$ cat config.mk
export PLATFORM = sky130hd
export DESIGN_NAME = sram_ctrl
export DESIGN_NICKNAME = d
export VERILOG_FILES = /design/src/rtl/sram_ctrl.sv
export SDC_FILE = /design/constraint.sdc
export NUM_CORES = 1
export LEC_CHECK = 0
export ABC_AREA = 1
export CORE_AREA = 3 3 92 94
export DETAILED_ROUTE_END_ITERATION = 10
export DIE_AREA = 0 0 95 97
export PLACE_DENSITY = 0.89
export SLEW_MARGIN = 15
export SYNTH_ARGS = -nofsm -noshare
export SYNTH_HDL_FRONTEND = slang
export SYNTH_SLANG_ARGS = --single-unit
$ cat constraint.sdc
create_clock -name clk -period 2.2 [get_ports clk]
set_input_delay 0.33 -clock clk [delete_from_list [all_inputs] [get_ports clk]]
set_output_delay 0.33 -clock clk [all_outputs]
set_load 0.01 [all_outputs]
$ cat src/rtl/sram_ctrl.sv
// Request-side controller for a 256K x 16 asynchronous SRAM: one-entry command
// register, read/write turnaround FSM, registered pad requests and in-order read return.
module sram_ctrl #(
    parameter int TURNAROUND_CYCLES = 1,
    parameter int RD_LATENCY        = 3
) (
    input  logic        clk,
    input  logic        reset_,
    input  logic        cmd_valid,
    output logic        cmd_ready,
    input  logic        cmd_wr,
    input  logic [17:0] cmd_addr,
    input  logic [15:0] cmd_wdata,
    input  logic [1:0]  cmd_be,
    output logic        rsp_valid,
    output logic [15:0] rsp_rdata,
    output logic        rsp_err,
    output logic        idle,
    output logic        sram_ce_to_pad_,
    output logic        sram_we_to_pad_f_,
    output logic        sram_oe_to_pad_f_,
    output logic        sram_lb_to_pad_,
    output logic        sram_ub_to_pad_,
    output logic [17:0] sram_addr_to_pad,
    output logic        sram_data_pad_ena,
    output logic [15:0] sram_data_to_pad,
    input  logic        sram_data_from_pad_vld,
    input  logic [15:0] sram_data_from_pad
);

    typedef enum logic [1:0] {S_IDLE, S_RD, S_WR, S_TURN} state_t;
    typedef enum logic [1:0] {DIR_NONE, DIR_RD, DIR_WR} dir_t;

    localparam int                 BLANK_W    = $clog2(RD_LATENCY + 2);
    localparam logic [BLANK_W-1:0] BLANK_INIT = BLANK_W'(RD_LATENCY + 1);

    state_t             state, state_nxt;
    dir_t               dir_last, dir_nxt;
    logic [1:0]         turn_cnt, turn_cnt_nxt;
    logic [2:0]         outstanding, outstanding_nxt;
    logic [BLANK_W-1:0] blank_cnt;
    logic               accept, issue, opposite, stray;
    logic               vld_p0, vld_p0_nxt, wr_p0, wr_nxt;
    logic [17:0]        addr_p0;
    logic [15:0]        wdata_p0;
    logic [1:0]         be_p0;
    logic               ready_nxt, idle_nxt;
    logic               ce_nxt, we_nxt, oe_nxt, lb_nxt, ub_nxt, ena_nxt;
    logic [17:0]        addr_nxt;
    logic [15:0]        data_nxt;

    assign accept      = cmd_valid && cmd_ready;
    assign vld_p0_nxt  = accept || (vld_p0 && !issue);
    assign wr_nxt      = accept ? cmd_wr : wr_p0;
    assign stray       = sram_data_from_pad_vld && (outstanding == 3'd0) && (blank_cnt == '0);
    assign rsp_valid   = sram_data_from_pad_vld && (outstanding != 3'd0);
    assign rsp_rdata   = sram_data_from_pad;
    assign outstanding_nxt = outstanding + {2'b0, state == S_RD} - {2'b0, rsp_valid};

    // State register and control state
    always_ff @(posedge clk) begin
        if (!reset_) begin
            state       <= S_IDLE;
            dir_last    <= DIR_NONE;
            turn_cnt    <= 2'd0;
            vld_p0      <= 1'b0;
            outstanding <= 3'd0;
            blank_cnt   <= BLANK_INIT;
            cmd_ready   <= 1'b0;
            idle        <= 1'b1;
            rsp_err     <= 1'b0;
        end else begin
            state       <= state_nxt;
            dir_last    <= dir_nxt;
            turn_cnt    <= turn_cnt_nxt;
            vld_p0      <= vld_p0_nxt;
            outstanding <= outstanding_nxt;
            if (blank_cnt != '0)
                blank_cnt <= blank_cnt - BLANK_W'(1);
            cmd_ready   <= ready_nxt;
            idle        <= idle_nxt;
            if (stray)
                rsp_err <= 1'b1;
        end
    end

    // Command register (p0): payload only, validity lives in vld_p0
    always_ff @(posedge clk) begin
        if (accept) begin
            wr_p0    <= cmd_wr;
            addr_p0  <= cmd_addr;
            wdata_p0 <= cmd_wdata;
            be_p0    <= cmd_be;
        end
    end

    always_comb begin
        state_nxt    = S_IDLE;
        turn_cnt_nxt = turn_cnt;
        issue        = 1'b0;
        opposite     = vld_p0 && ((wr_p0 && dir_last == DIR_RD) || (!wr_p0 && dir_last == DIR_WR));
        if (state == S_TURN) begin
            if (turn_cnt == 2'd0) begin
                state_nxt = wr_p0 ? S_WR : S_RD;
                issue     = 1'b1;
            end else begin
                state_nxt    = S_TURN;
                turn_cnt_nxt = turn_cnt - 2'd1;
            end
        end else if (vld_p0) begin
            if (opposite) begin
                state_nxt    = S_TURN;
                turn_cnt_nxt = 2'(TURNAROUND_CYCLES - 1);
            end else begin
                state_nxt = wr_p0 ? S_WR : S_RD;
                issue     = 1'b1;
            end
        end
    end

    // Ready is registered, so it predicts whether next cycle's held command will issue
    always_comb begin
        dir_nxt   = (state_nxt == S_RD) ? DIR_RD : (state_nxt == S_WR) ? DIR_WR : DIR_NONE;
        ready_nxt = (state_nxt != S_TURN) &&
                    (!vld_p0_nxt || !((dir_nxt == DIR_RD && wr_nxt) || (dir_nxt == DIR_WR && !wr_nxt)));
        idle_nxt  = (state_nxt == S_IDLE) && !vld_p0_nxt && (outstanding_nxt == 3'd0);
        ce_nxt    = 1'b1;
        we_nxt    = 1'b1;
        oe_nxt    = 1'b1;
        lb_nxt    = 1'b1;
        ub_nxt    = 1'b1;
        ena_nxt   = 1'b0;
        addr_nxt  = sram_addr_to_pad;
        data_nxt  = sram_data_to_pad;
        case (state_nxt)
            S_RD: begin
                ce_nxt   = 1'b0;
                oe_nxt   = 1'b0;
                lb_nxt   = 1'b0;
                ub_nxt   = 1'b0;
                addr_nxt = addr_p0;
            end
            S_WR: begin
                ce_nxt   = (be_p0 == 2'b00);
                we_nxt   = 1'b0;
                lb_nxt   = ~be_p0[0];
                ub_nxt   = ~be_p0[1];
                ena_nxt  = 1'b1;
                addr_nxt = addr_p0;
                data_nxt = wdata_p0;
            end
            default: ;
        endcase
    end

    // Pad request stage
    always_ff @(posedge clk) begin
        if (!reset_) begin
            sram_ce_to_pad_   <= 1'b1;
            sram_we_to_pad_f_ <= 1'b1;
            sram_oe_to_pad_f_ <= 1'b1;
            sram_lb_to_pad_   <= 1'b1;
            sram_ub_to_pad_   <= 1'b1;
            sram_addr_to_pad  <= 18'd0;
            sram_data_pad_ena <= 1'b0;
            sram_data_to_pad  <= 16'd0;
        end else begin
            sram_ce_to_pad_   <= ce_nxt;
            sram_we_to_pad_f_ <= we_nxt;
            sram_oe_to_pad_f_ <= oe_nxt;
            sram_lb_to_pad_   <= lb_nxt;
            sram_ub_to_pad_   <= ub_nxt;
            sram_addr_to_pad  <= addr_nxt;
            sram_data_pad_ena <= ena_nxt;
            sram_data_to_pad  <= data_nxt;
        end
    end

endmodule

==> flow_metrics.env, run 1 <==
export IMPL_drv_slew=0
export IMPL_drt_first_pass_iters=6
export IMPL_startpoint_type="flop"
export IMPL_io_buffers=84
export IMPL_outcome="completed"
export IMPL_antenna_found_initial=0
export IMPL_synth_fa_ha_area_frac=0.04585
export IMPL_post_route_period_util=0.9686
export IMPL_die_x_um=95
export IMPL_postLayoutCoreUtil=0.5789
export IMPL_syn_to_final_growth_pct=30.09
export IMPL_cts_tree="built"
export IMPL_ys_ff_latch=92
export IMPL_clockRootBuffer="clkbuf_8"
export IMPL_start_util=0.4449
export IMPL_avgSynthCellArea_um2=10.48
export IMPL_drt_initial_drc_count=94
export IMPL_hp_class="reg2reg"
export IMPL_overflow=0
export IMPL_met3_usage=0.04277
export IMPL_drive_gt1_frac=0.1071
export IMPL_fp_row_count=32
export IMPL_cts_path_max_buffers=2
export IMPL_fmax_mhz=469.3
export IMPL_synth_cell_type_count=30
export IMPL_placed_cells_incl_taps=494
export IMPL_clk_latency_ns=0.34
export IMPL_multi_input_area_um2=949.7
export IMPL_fillCellCount=639
export IMPL_synth_top_cell_by_area="dfxtp_1"
export IMPL_fin_worst_skew_ns=0.007546
export IMPL_place_ws_ns=-0.2907
export IMPL_worstSetupPathType="reg2reg"
export IMPL_viasPerCell=4.698
export IMPL_yosys_warnings=0
export IMPL_slowest_stage="fa_1"
export IMPL_grt_usage=0.1555
export IMPL_drv_cap=0
export IMPL_powerDensity_nw_per_um2=829.0
export IMPL_synth_fp_nets=397
export IMPL_final_hold_viol_count=0
export IMPL_drcViolationCount=0
export IMPL_htree_levels=3
export IMPL_grt_util_met1=0.1771
export IMPL_fin_crit_ns=2.131
export IMPL_max_vdd_ir_drop_mv=0.4904
export IMPL_diodes=0
export IMPL_regArea_um2=2207
export IMPL_core_area_um2=7727
export IMPL_placed_area_um2=4255
export IMPL_clock_sinks=92
export IMPL_num_vias=2410
export IMPL_end_kind="flop"
export IMPL_hpwl_mm=4.900
export IMPL_ant_nets=0
export IMPL_finalSetupViolations=0
export IMPL_cp_arrival_ns=2.40
export IMPL_globalRoute_busiestLayer="met2"
export IMPL_ys_seq_area_frac=0.6405
export IMPL_die_area_um2=9215
export IMPL_synth_xor_xnor_area_share=0.002547
export IMPL_grt_pass1_wl_mm=11.17
export IMPL_numCtsBuffers=9
export IMPL_cp_top_family="adder cells"
export IMPL_critPathMaxStageDelay_ns=0.52
export IMPL_synth_compound_area_share=0.05204
export IMPL_tightest_slew_ns=0.5324
export IMPL_grt_pass1_vias=2463
export IMPL_relSlewSlack=0.6440
export IMPL_synth_top_area_share=0.3261
export IMPL_cp_buffers_inverters=2
export IMPL_muxShareOfSynthArea=0
export IMPL_rsz0062_at_grt="yes"
export IMPL_drt_total_wl_mm=6.786
export IMPL_instances_no_fill=513
export IMPL_required_ns=2.47
export IMPL_nets=475
export IMPL_path_cells="nor3_4 > nor2_2 > ha_1 > inv_1 > ha_1 > inv_2 > fa_1 > nand2_1 > nor2_1 > nand3_1 > o21ai_1"
export IMPL_hold_buffers=0
export IMPL_grt_max_degree=26
export IMPL_gr_usage_met2=0.2695
export IMPL_crit_fanout=4
export IMPL_netlist_instances=328
export IMPL_gp_congestion=0.7565
export IMPL_crit_top_cell="ha_1"
export IMPL_syn_area_um2=3438
export IMPL_wire_per_inst_um=13.23
export IMPL_ios=117
export IMPL_post_route_worst_setup_slack_ns=0.06898
export IMPL_p_leak_nw=1.848
export IMPL_clk_pin_slew_ns=0.09
export IMPL_die_height_um=97
export IMPL_synth_top_family_by_area="simple AND/OR/NAND/NOR gates"
export IMPL_final_area_um2=4473
export IMPL_synthTopCellsByArea="dfxtp_1 33%, edfxtp_1 31%, nand2_1 6.3%, nor2_1 5.0%, ha_1 4.0%"
export IMPL_yosys_area_share_simple=0.1718
[timing repair]
item,CTS,global route
buffers inserted,0,3
setup endpoints to repair,1,1
endpoints found under the hold margin,0,0
pin swaps,0,7
gates resized for setup,1,6
[layout make-up]
class / count / share of cell area
clock buffer: 11 / 0.03161
sequential: 92 / 0.4934
tap: 102 / 0.02853
multi-input combinational: 183 / 0.2123
inverter: 27 / 0.02322
clock inverter: 5 / 0.007832
timing repair buffer: 93 / 0.2031
[final timing paths]
check | start | to | slack (ns) | depth (start not counted)
worst min register to register | wdata_p0[4] | sram_data_to_pad[4] | 0.43 | 2
worst min-delay path | wdata_p0[4] | sram_data_to_pad[4] | 0.43 | 2
worst max-delay path | outstanding[1] | idle | 0.07 | 11
worst max register to register | outstanding[1] | idle | 0.07 | 11
[metrics by stage]
stage	setup TNS (ns)	hold WS, ns	total power [mW]
floorplan	0	0.4119	2.394
global placement	-0.1337	0.4163	2.612
detailed placement	-0.2907	0.4179	2.665
CTS	0	0.4376	3.676
global route	-0.06085	0.4740	3.910
finish	0	0.4303	3.708
[power breakdown]
group	total [mW]	internal (mW)	switching, mW
Clock	1.01	0.442	0.568
Combinational	0.705	0.369	0.336
Sequential	1.99	1.91	0.0781
Total	3.71	2.73	0.983
[cell families (layout without fill, tap and decap cells)]
group	Yosys count	after routing
XOR/XNOR	1	1
adder cells (fa/ha/maj)	12	12
buffers and inverters	53	136
AO/OA/AOI/OAI	34	34
AND/OR/NAND/NOR	136	136
flip-flops	92	92
[tightest hold or removal path, delay by kind of cell (launching register included)]
family / cells / cell delay [ns]
flip-flops: 1 / 0.32
AND/OR/NAND/NOR: 2 / 0.09
[registers in the layout, summed over array words and instances, names as in the netlist, 2 cells and up]
| register | flops |
|---|---|
| blank_cnt | 3 |
| outstanding | 3 |
| turn_cnt | 2 |
| dir_last | 2 |
| state | 2 |
| sram_data_to_pad | 16 |
| be_p0 | 2 |
| sram_addr_to_pad | 18 |
| addr_p0 | 18 |
| wdata_p0 | 16 |
[layout by cell type, fill, tap and decap left out, drive strengths merged]
cell type and instances:
ha 11, o31ai 1, nand3 23, nand2 63
xnor2 1, clkinvlp 3, a31oi 2, nor3 1
clkbuf 11, clkdlybuf4s50 84, a21oi 5, o21ai 26
edfxtp 36, nor2 47, and2 1, or2 1
clkinv 1, inv 28, fa 1, dfxtp 56
buf 9
[Yosys cell counts, drive strengths merged]
cell	instances
nand2	63
dfxtp	56
nor2	47
edfxtp	36
inv	27
o21ai	26
buf	24
nand3	23
ha	11
a21oi	5
a31oi	2
clkbuf	2
and2	1
fa	1
nor3	1
o31ai	1
or2	1
xnor2	1
[layer usage]
| layer | up-vias | routed length, um |
|---|---|---|
| met5 | - | 0 |
| met2 | 80 | 3572 |
| met4 | 0 | 142 |
| met1 | 1111 | 2641 |
| met3 | 20 | 429 |
| li1 | 1199 | - |
(Power assumes the default switching activity.)
==> run 2: changes to the inputs <==
Settings changed: HOLD_SLACK_MARGIN from default to 0.05.
==> results of run 2 <==
The final DEF is identical to that of run 1; final timing and power are the same.
==> run 3: changes to the inputs <==
Settings changed: GPL_TIMING_DRIVEN from default to 0.
==> flow_metrics.env, run 3 (same netlist as run 1, synthesis figures left out) <==
export IMPL_fin_worst_skew_ns=0.01365
export IMPL_reg_top3="addr_p0: 18 flops, sram_addr_to_pad: 18 flops"
export IMPL_drv_cap=0
export IMPL_htree_levels=3
export IMPL_max_vdd_ir_drop_mv=0.3487
export IMPL_clock_sinks=92
export IMPL_viasPerCell=4.597
export IMPL_worstSetupPathType="reg2reg"
export IMPL_tightest_slew_ns=0.7874
export IMPL_drt_initial_drc_count=86
export IMPL_cts_path_max_buffers=2
export IMPL_syn_to_final_growth_pct=39.70
export IMPL_instances_no_fill=549
export IMPL_fillCellCount=616
export IMPL_io_buffers=99
export IMPL_powerDensity_nw_per_um2=811.6
export IMPL_overflow=0
export IMPL_num_vias=2524
export IMPL_post_route_period_util=0.9578
export IMPL_die_x_um=95
export IMPL_wire_per_inst_um=12.76
export IMPL_placed_cells_incl_taps=529
export IMPL_placed_area_um2=4557
export IMPL_gp_congestion=0.7586
export IMPL_cp_arrival_ns=2.39
export IMPL_cts_tree="built"
export IMPL_fin_crit_ns=2.107
export IMPL_final_area_um2=4803
export IMPL_start_util=0.4449
export IMPL_grt_max_degree=38
export IMPL_fmax_mhz=474.6
export IMPL_hp_class="in2reg"
export IMPL_antenna_found_initial=0
export IMPL_clockRootBuffer="clkbuf_8"
export IMPL_grt_usage=0.1551
export IMPL_regArea_um2=2205
export IMPL_fp_row_count=32
export IMPL_rsz0062_at_grt="yes"
export IMPL_drt_total_wl_mm=7.003
export IMPL_clk_latency_ns=0.36
export IMPL_hpwl_mm=5.084
export IMPL_ios=117
export IMPL_numCtsBuffers=9
export IMPL_crit_fanout=3
export IMPL_hold_ws_ns=0.2632
export IMPL_drv_slew=0
export IMPL_finalSetupViolations=0
export IMPL_outcome="completed"
export IMPL_end_kind="flop"
export IMPL_startpoint_type="flop"
export IMPL_postLayoutCoreUtil=0.6216
export IMPL_final_hold_viol_count=0
export IMPL_diodes=0
export IMPL_drive_gt1_frac=0.1521
export IMPL_die_area_um2=9215
export IMPL_p_leak_nw=2.020
export IMPL_grt_pass1_wl_mm=11.07
export IMPL_relSlewSlack=0.4743
export IMPL_drt_first_pass_iters=4
export IMPL_core_area_um2=7727
export IMPL_hold_buffers=0
export IMPL_final_common_cell="clkdlybuf4s50_1"
export IMPL_required_ns=2.49
export IMPL_nets=511
export IMPL_drcViolationCount=0
export IMPL_layout_common_cells="99 x clkdlybuf4s50_1, 58 x nand2_1, 54 x dfxtp_1"
export IMPL_multi_input_area_um2=952.2
export IMPL_clk_pin_slew_ns=0.09
export IMPL_ant_nets=0
export IMPL_grt_pass1_vias=2471
export IMPL_die_height_um=97
## run 3: final timing paths
check                      start                   end  slack, ns  cells past startpoint
hold / removal            reset_     sram_we_to_pad_f_       0.26                      2
setup reg to reg  outstanding[2]                  idle       0.09                     11
setup / recovery  outstanding[2]                  idle       0.09                     11
hold reg to reg     wdata_p0[13]  sram_data_to_pad[13]       0.43                      2
## run 3: power breakdown
part	leakage [nW]	switching (mW)	total, mW	internal [mW]
combinational	1.13	0.356	0.780	0.424
sequential	0.796	0.0833	2.00	1.91
clock	0.0952	0.592	1.12	0.531
total	2.02	1.03	3.90	2.87
## run 3: stage by stage
step | TNS [ns] | power, mW | worst slack, ns
2_1_floorplan | 0 | 2.394 | 0.1861
3_3_place_gp | -5.482 | 2.667 | -0.3149
3_5_place_dp | -0.3067 | 2.709 | -0.2754
4_1_cts | 0 | 3.838 | 0.002672
5_1_grt | -0.08050 | 4.121 | -0.08050
6_report | 0 | 3.899 | 0.09276
## run 3: worst max-delay path, cell delays in order, from the launching register on
cell	delay, ns
dfxtp_2	0.35
nor3_4	0.20
nor2_2	0.07
ha_1	0.27
inv_1	0.06
ha_1	0.15
inv_2	0.04
fa_1	0.53
nand2_1	0.07
nor2_2	0.09
nand3_1	0.07
o21ai_1	0.13
## run 3: area by class of cell
class | instances | share of cell area
sequential | 92 | 0.4590
timing repair buffer | 103 | 0.2126
multi-input combinational | 183 | 0.1982
buffer | 26 | 0.04090
tap | 102 | 0.02657
clock buffer | 9 | 0.02579
inverter | 27 | 0.02162
clock inverter | 7 | 0.01537
## run 3: repair_timing
| item | CTS | global route |
|---|---|---|
| gates resized for setup | 0 | 7 |
| buffers inserted | 0 | 4 |
| setup endpoints to repair | 0 | 2 |
| hold endpoints to repair | 0 | 0 |
## run 3: routing by layer
layer  track usage  share of wire  up-vias
met3       0.05910          0.087        7
met5             0              0        -
met4       0.05771         0.0079        0
li1              -              -     1280
met2        0.2614           0.50       96
met1        0.1758           0.40     1141
